$ cat src/rtl/time_display_mux.sv
`default_nettype none
// ============================================================================
//  Module      : time_display_mux
//  Description : 8-digit multiplexed 7-segment driver for a BCD stopwatch
//                time, with two display pages and a lap freeze.
//  Revision    : 1.0  initial release
// ============================================================================
module time_display_mux #(
    parameter int REFRESH_DIV = 12500
) (
    input  logic        clk_i,
    input  logic        resetn_i,
    input  logic [35:0] count_i,
    input  logic        page_i,
    input  logic        lap_i,
    output logic [7:0]  anode_o,
    output logic [6:0]  seg_o,
    output logic        dp_o
);

    localparam int                    c_PRESC_W    = $clog2(REFRESH_DIV);
    localparam logic [c_PRESC_W-1:0]  c_PRESC_LAST = c_PRESC_W'(REFRESH_DIV - 1);
    localparam logic [6:0]            c_SEG_BLANK  = 7'h7F;

    function automatic logic [6:0] seg_encode(input logic [3:0] d);
        case (d)
            4'd0:    seg_encode = 7'b1000000;
            4'd1:    seg_encode = 7'b1111001;
            4'd2:    seg_encode = 7'b0100100;
            4'd3:    seg_encode = 7'b0110000;
            4'd4:    seg_encode = 7'b0011001;
            4'd5:    seg_encode = 7'b0010010;
            4'd6:    seg_encode = 7'b0000010;
            4'd7:    seg_encode = 7'b1111000;
            4'd8:    seg_encode = 7'b0000000;
            4'd9:    seg_encode = 7'b0010000;
            default: seg_encode = 7'b0111111;
        endcase
    endfunction

    logic [c_PRESC_W-1:0] presc_q, presc_d;
    logic [2:0]           idx_q, idx_d;
    logic                 lap_prev_q, lap_prev_d;
    logic                 freeze_q, freeze_d;
    logic [35:0]          snap_q, snap_d;
    logic [7:0]           anode_q, anode_d;
    logic [6:0]           seg_q, seg_d;
    logic                 dp_q, dp_d;

    logic                 presc_wrap;
    logic [3:0]           nib_sel;
    logic [3:0]           digit;
    logic                 blank;
    logic                 dp_on;

    always_comb begin
        presc_wrap = (presc_q == c_PRESC_LAST);
        presc_d    = presc_wrap ? '0 : presc_q + 1'b1;
        idx_d      = presc_wrap ? idx_q + 3'd1 : idx_q;
        lap_prev_d = lap_i;
        freeze_d   = freeze_q ^ (lap_i & ~lap_prev_q);
        snap_d     = freeze_q ? snap_q : count_i;

        // Page 0 drops ms1, so every position shows the nibble one above its index.
        nib_sel = {1'b0, idx_q} + {3'b000, ~page_i};
        digit   = snap_d[{nib_sel, 2'b00} +: 4];

        if (page_i) begin
            blank = (idx_q == 3'd7);
            dp_on = (idx_q == 3'd5) || (idx_q == 3'd3);
        end else begin
            blank = (idx_q == 3'd7) && (digit == 4'd0);
            dp_on = (idx_q == 3'd6) || (idx_q == 3'd4) || (idx_q == 3'd2);
        end
        if ((idx_q == 3'd0) && freeze_d) begin
            dp_on = 1'b1;
        end

        // Decoding the snapshot being written lets the first post-reset edge show it.
        anode_d = ~(8'b0000_0001 << idx_q);
        seg_d   = blank ? c_SEG_BLANK : seg_encode(digit);
        dp_d    = ~dp_on;
    end

    always_ff @(posedge clk_i or negedge resetn_i) begin
        if (!resetn_i) begin
            presc_q    <= '0;
            idx_q      <= 3'd0;
            lap_prev_q <= 1'b0;
            freeze_q   <= 1'b0;
            snap_q     <= 36'd0;
            anode_q    <= 8'hFF;
            seg_q      <= c_SEG_BLANK;
            dp_q       <= 1'b1;
        end else begin
            presc_q    <= presc_d;
            idx_q      <= idx_d;
            lap_prev_q <= lap_prev_d;
            freeze_q   <= freeze_d;
            snap_q     <= snap_d;
            anode_q    <= anode_d;
            seg_q      <= seg_d;
            dp_q       <= dp_d;
        end
    end

    assign anode_o = anode_q;
    assign seg_o   = seg_q;
    assign dp_o    = dp_q;

endmodule
`default_nettype wire

$ cat config.mk
export PLATFORM = sky130hd
export DESIGN_NAME = time_display_mux
export DESIGN_NICKNAME = d
export VERILOG_FILES = /design/src/rtl/time_display_mux.sv
export SDC_FILE = /design/constraint.sdc
export NUM_CORES = 1
export LEC_CHECK = 0
export BUFFER_PORTS_ARGS = -buffer_cell sky130_fd_sc_hd__buf_2
export CAP_MARGIN = 20
export CORE_UTILIZATION = 61
export CTS_CLUSTER_SIZE = 28
export DETAILED_ROUTE_END_ITERATION = 6
export GPL_ROUTABILITY_DRIVEN = 0
export PLACE_DENSITY = 0.84
export SLEW_MARGIN = 20
export SYNTH_ARGS = -nofsm -noshare
export SYNTH_HDL_FRONTEND = slang
export SYNTH_SLANG_ARGS = --single-unit
$ cat constraint.sdc
create_clock -name clk_i -period 4.7 [get_ports clk_i]
set_input_delay 0.94 -clock clk_i [delete_from_list [all_inputs] [get_ports clk_i]]
set_output_delay 0.94 -clock clk_i [all_outputs]
set_load 0.05 [all_outputs]
### Yosys cells after proc, flatten, opt, wreduce, memory -nomap -nowiden

Memory sizes are Yosys's and may differ from the RTL's.
Index checks and enable logic that the tools add are counted.

| storage, ports and cells | value |
|---|---|
| memories kept | 1 |
| bits in registers | 71 |
| input port bits | 40 |
| memory bits (read-only) | 112 |
| logic and storage cells | 40 |

Memories:

| memory | depth | width | rd ports | clocked after Yosys merged registers in | write ports | RTL line | source |
|---|---|---|---|---|---|---|---|
| (no name shown) | 16 | 7 | 1 | 0 | 0 | 26 | `case (d)` |

| cells by class | value |
|---|---|
| bitwise operators | 6 |
| eq/ne operators | 7 |
| shifts and indexed selects | 2 |
| $add $sub $neg | 3 |
| multiplexer cells | 6 |
| reduce and logical (&&, ||, !) cells | 7 |

Operator list:

| operator | count |
|---|---|
| $mux 36 | 1 |
| $shiftx 36x7->4 | 1 |
| $add 14x1->14 const B | 1 |
| $eq 14x14->1 const B | 1 |
| $mux 14 | 1 |
| $eq 3x3->1 const B | 4 |
| $not 8->8 | 1 |
| $shl 1x3->8 const A | 1 |
| $mux 7 | 1 |
| $eq 3x2->1 const B | 2 |
| $add 3x1->4 | 1 |
| $logic_not 4->1 | 1 |
| $add 3x1->3 const B | 1 |
| $logic_not 3->1 | 1 |
| $logic_or 1x1->1 | 3 |
| $mux 1 | 3 |
| $not 1->1 | 3 |
| $logic_and 1x1->1 | 2 |
| $and 1x1->1 | 1 |
| $xor 1x1->1 | 1 |

### Longest topological paths before layout

| depth | value |
|---|---|
| word-level depth | 7 |
| depth in mapped cells | 14 |
| depth with buffers taken out | 13 |

### Worst setup path after synthesis

Ideal clock, no wire load.

| path | value |
|---|---|
| path type | input -> register |
| start | in page_i |
| end | reg seg_q[3] (netlist: seg_o[3]) |
| buffers on the path | 1 |
| setup slack | 1.147 ns |
| data required time | 4.628 ns |
| cell stages on the path | 11 |
| arrival time | 3.481 ns |
| cells stage by stage | inv_1 -> ha_1 -> buf_1 -> mux4_2 -> a32o_1 -> a21oi_1 -> ha_1 -> nand2_1 -> a211oi_1 -> a211oi_1 -> o21ai_1 |

| between the ends | value |
|---|---|
| longest elaborated chain between the ends | 7 |
| elaborated cells between the ends (all ways) | 8 |
| those cells by class | add/sub: 1; shift: 1; mux: 2; bitwise: 1; reduce/logical: 2; memory: 1 |

Ends and longest elaborated chain:

| item | RTL line | source |
|---|---|---|
| start, declared | 14 | `input logic page_i,` |
| branches (longest 6 deep; another with $mem_v2 16x7) | -- |  |
| $mux 7 (*) | 81 | `seg_d = blank ? c_SEG_BLANK : seg_encode(digit);` |
| named net seg_d[3] | 47 | `logic [6:0] seg_q, seg_d;` |
| end signal, assigned | 93 | `seg_q <= c_SEG_BLANK;` |
| end signal, assigned | 102 | `seg_q <= seg_d;` |
| end, declared | 47 |  |

Mark *: on every way through the listed nets, which the timed path passes.
A chain may end at the register's enable or synchronous reset.

### Worst setup path in the final report

Same ends and word-level chain as after synthesis.

==> metrics.md <==
| Metric | Value |
|---|---|
| Status | completed |
| PortBufs | 55 |
| CP Class | primary input to flip-flop |
| CTS resizes | 0 |
| FF+latch count, synth | approximately 70 |
| Inserted Clock Buffers | 9 |
| Peak per-stage delay on the critical path | approximately 0.61 ns |
| Distinct cells, synth | 42 |
| Family with the most delay on the worst path | compound AO/OA/AOI/OAI gates |
| Total Wirelength | roughly 6000 microns |
| Routed Antenna Nets | 0 |
| Die area | roughly 6000 sq um |
| Synth Flop Type | dfrtp_1 |
| Drt via density | between 5 and 6 |
| Setup repair bufs after CTS | 0 |
| P per Cell Area | ~580 nW/um^2 |
| Max Cap Violations | 0 |
| Min cycle time layout | between 3 and 4 ns |
| Cell area after layout | a little over 4000 sq um |
| RSZ-0062 raised after global routing | no |
| Reg clk slew, reported paths | approximately 0.070 ns |
| Htree depth | 3 |
| Vias in the first global route | 2347 |
| DP Area | around 3800 sq um |
| Top cells by area, synth | dfrtp_1, dfstp_2, mux2_2, mux4_2, ha_1 |
| CP Data Arrival Time | between 3 and 4 ns |
| GRT Residual Overflow | 0 |
| Leakage | between 0.0015 and 0.002 uW |
| Busiest grt layer | met2 |
| Setup Viol. Count Final | 0 |
| First drt pass iteration count | 4 |
| Clock sink count | ~70 |
| Post-CTS Hold Buffers | 0 |
| M3 GR Usage | under 10% |
| Initial antenna violation count | 0 |
| Total GRT Usage | about 23% |
| Cells after Synth | between 200 and 300 |
| First-pass GRT wire length | roughly 11000 microns |
| Layout cell share with drive strength beyond 1 | 40.9% |
| Final hold violations | 0 |
| Initial DRC count | about 130 |
| IO Count | 56 |
| Crit path buffers/inverters | 2 |
| Critical Path, Cell by Cell | buf_2, inv_1, ha_1, mux4_2, a32o_1, a21oi_1, ha_1, nand2_1, a211oi_1, a211oi_1, o21ai_1 |
| Worst skew pair latency | about 0.34 ns |
| Slew Limit Fails | 0 |
| # diodes | 0 |
| WL/cell | 15.0 microns |
| CTS Root Cell | clkbuf_8 |
| Seq/Total Area, Yosys | between 50% and 60% |
| CTS tree | yes |
| Cell taking the most area after synthesis | dfrtp_1 |
| CP required | 4.96 ns |
| HP Class | flip-flop to flip-flop |
| # nets final | a little under 400 |
| Via count | 2303 |
| DRC | 0 |
| VDD IR-drop max | about 0.44 mV |
| Std-Cell Rows | 27 |
| CTS max path bufs | 2 |
| Final TNS setup | 0 ns |
| YS warnings | 0 |
| Critical Path Source Type | primary input |
| Grt met2 use | between 30% and 40% |
| DIE HEIGHT | 77.6 microns |
| Fin crit share | between 70% and 80% |
| Mapped Area | ~3500 sq um |
| Worst Setup End Kind | flip-flop |
| Max Fclk | 281 MHz |
| Commonest non-fill, non-tap cells in the layout | buf_2, dfrtp_1, mux2_2 |
| Core box area | 5510 sq um |
| Grt met1 use | ~28% |
| Initial cell density of the core | a little under two thirds |
| Number of synthesized flops with an enable pin | 0 |
| Pin count of the biggest net entering global routing | between 50 and 60 |
| Commonest non-fill, non-tap cell in the layout | buf_2 |
| Synthesized area per cell | between 10 and 15 sq um |
| Area Overhead vs Synth | 16.7% |
| Critical Path Slowest Stage Cell | ha_1 |
| Worst-Margin Slew | 0.635 ns |
| Asr flop ratio synth | 100% |
| Max Clock Skew | between 0.01 and 0.015 ns |
| Yosys top cell area share | about two fifths |
| Synth Net Count | approximately 330 |
| Detailed-placement wirelength estimate | approximately 4500 microns |
| Die width | 77.6 microns |
| Worst rel slew slack | between 50 and 60% |
| Critical path fanouts, max | 11 |
## cells in the mapped netlist (2+ instances only)
library cell and instances:
a211oi_1 4, a21oi_1 8, a221o_1 2, and2_1 3, and3_1 6, buf_1 2
buf_2 3, buf_6 2, clkbuf_1 3, dfrtp_1 55, dfstp_2 16, ha_1 15
inv_1 15, mux2_1 3, mux2_2 29, mux2_4 3, mux2i_1 9, mux4_2 12
nand2_1 19, nand3_1 6, nand4_1 2, nor2_1 13, nor2b_1 2, nor3_1 3
o211a_1 2, o21a_1 2, o21ai_0 4, o21ai_1 3, o221ai_1 2, xnor2_1 6
xor2_1 7
## cells by family (layout without fill, tap and decap cells)
family / count (synthesis) / count (layout) / synth area share, %
compound gates: 32 / 32 / 6.49
buf+inv: 25 / 90 / 3.23
fa+ha+maj: 15 / 15 / 5.38
simple gates: 60 / 60 / 8.21
xor+xnor: 13 / 13 / 3.26
mux: 56 / 56 / 21.9
flops: 71 / 71 / 51.5
## final timing paths
path | endpoint | start | cells after the start | slack (ns)
min in group asynchronous | presc_q[5] | resetn_i | 1 | 0.54
worst max register to register | seg_o[3] | freeze_q | 10 | 1.37
worst max-delay path | seg_o[3] | page_i | 11 | 1.14
worst min register to register | presc_q[0] | presc_q[0] | 1 | 0.49
max in group asynchronous | freeze_q | resetn_i | 2 | 3.15
worst min-delay path | presc_q[0] | presc_q[0] | 1 | 0.49
## area by class of cell
cell class	instances	area [sq um]
flip-flops and latches	71	1800
multi-input cells	176	1580
fillers	370	1430
repair buffers	59	305
clock buffers	14	183
well taps	72	90.1
clock inverters	2	60.1
inverters	15	56.3
## sequential cells by signal, summed over array words and instances, names as in the netlist
register    cells
snap_q         36
presc_q        14
anode_o         8
seg_o           7
idx_q           3
dp_o            1
freeze_q        1
lap_prev_q      1
## routing by layer
layer	wire length (microns)	vias up
met4	105	0
met1	2590	1129
li1	-	1092
met3	321	12
met2	3100	70
met5	0	-
## worst reg2reg max path, cell delays in order (launching register included)
cell and delay [ns]:
dfrtp_2 0.78, buf_4 0.40, mux2i_1 0.15, mux4_2 0.49
o221ai_1 0.42, inv_1 0.17, ha_1 0.25, nand2_1 0.15
a211oi_1 0.10, a211oi_1 0.25, o21ai_1 0.09
## through the flow
stage                     setup WS, ns  cells  hold WS, ns  util [%]  power [uW]
after CTS                         1.13    409        0.495      74.0        2370
final                             1.14    409        0.489      74.0        2350
after global routing             0.906    409        0.511      74.0        2480
after detailed placement         0.776    393        0.477      69.6        1790
after global placement           0.945    393        0.477      69.6        1750
after floorplan                   1.15    272        0.446         -        1630
## where the power goes
part | internal [uW] | switching [uW]
clock | 357 | 213
sequential | 831 | 109
combinational | 407 | 429
total | 1600 | 751
No activity file was read; power rests on OpenSTA's default activity.
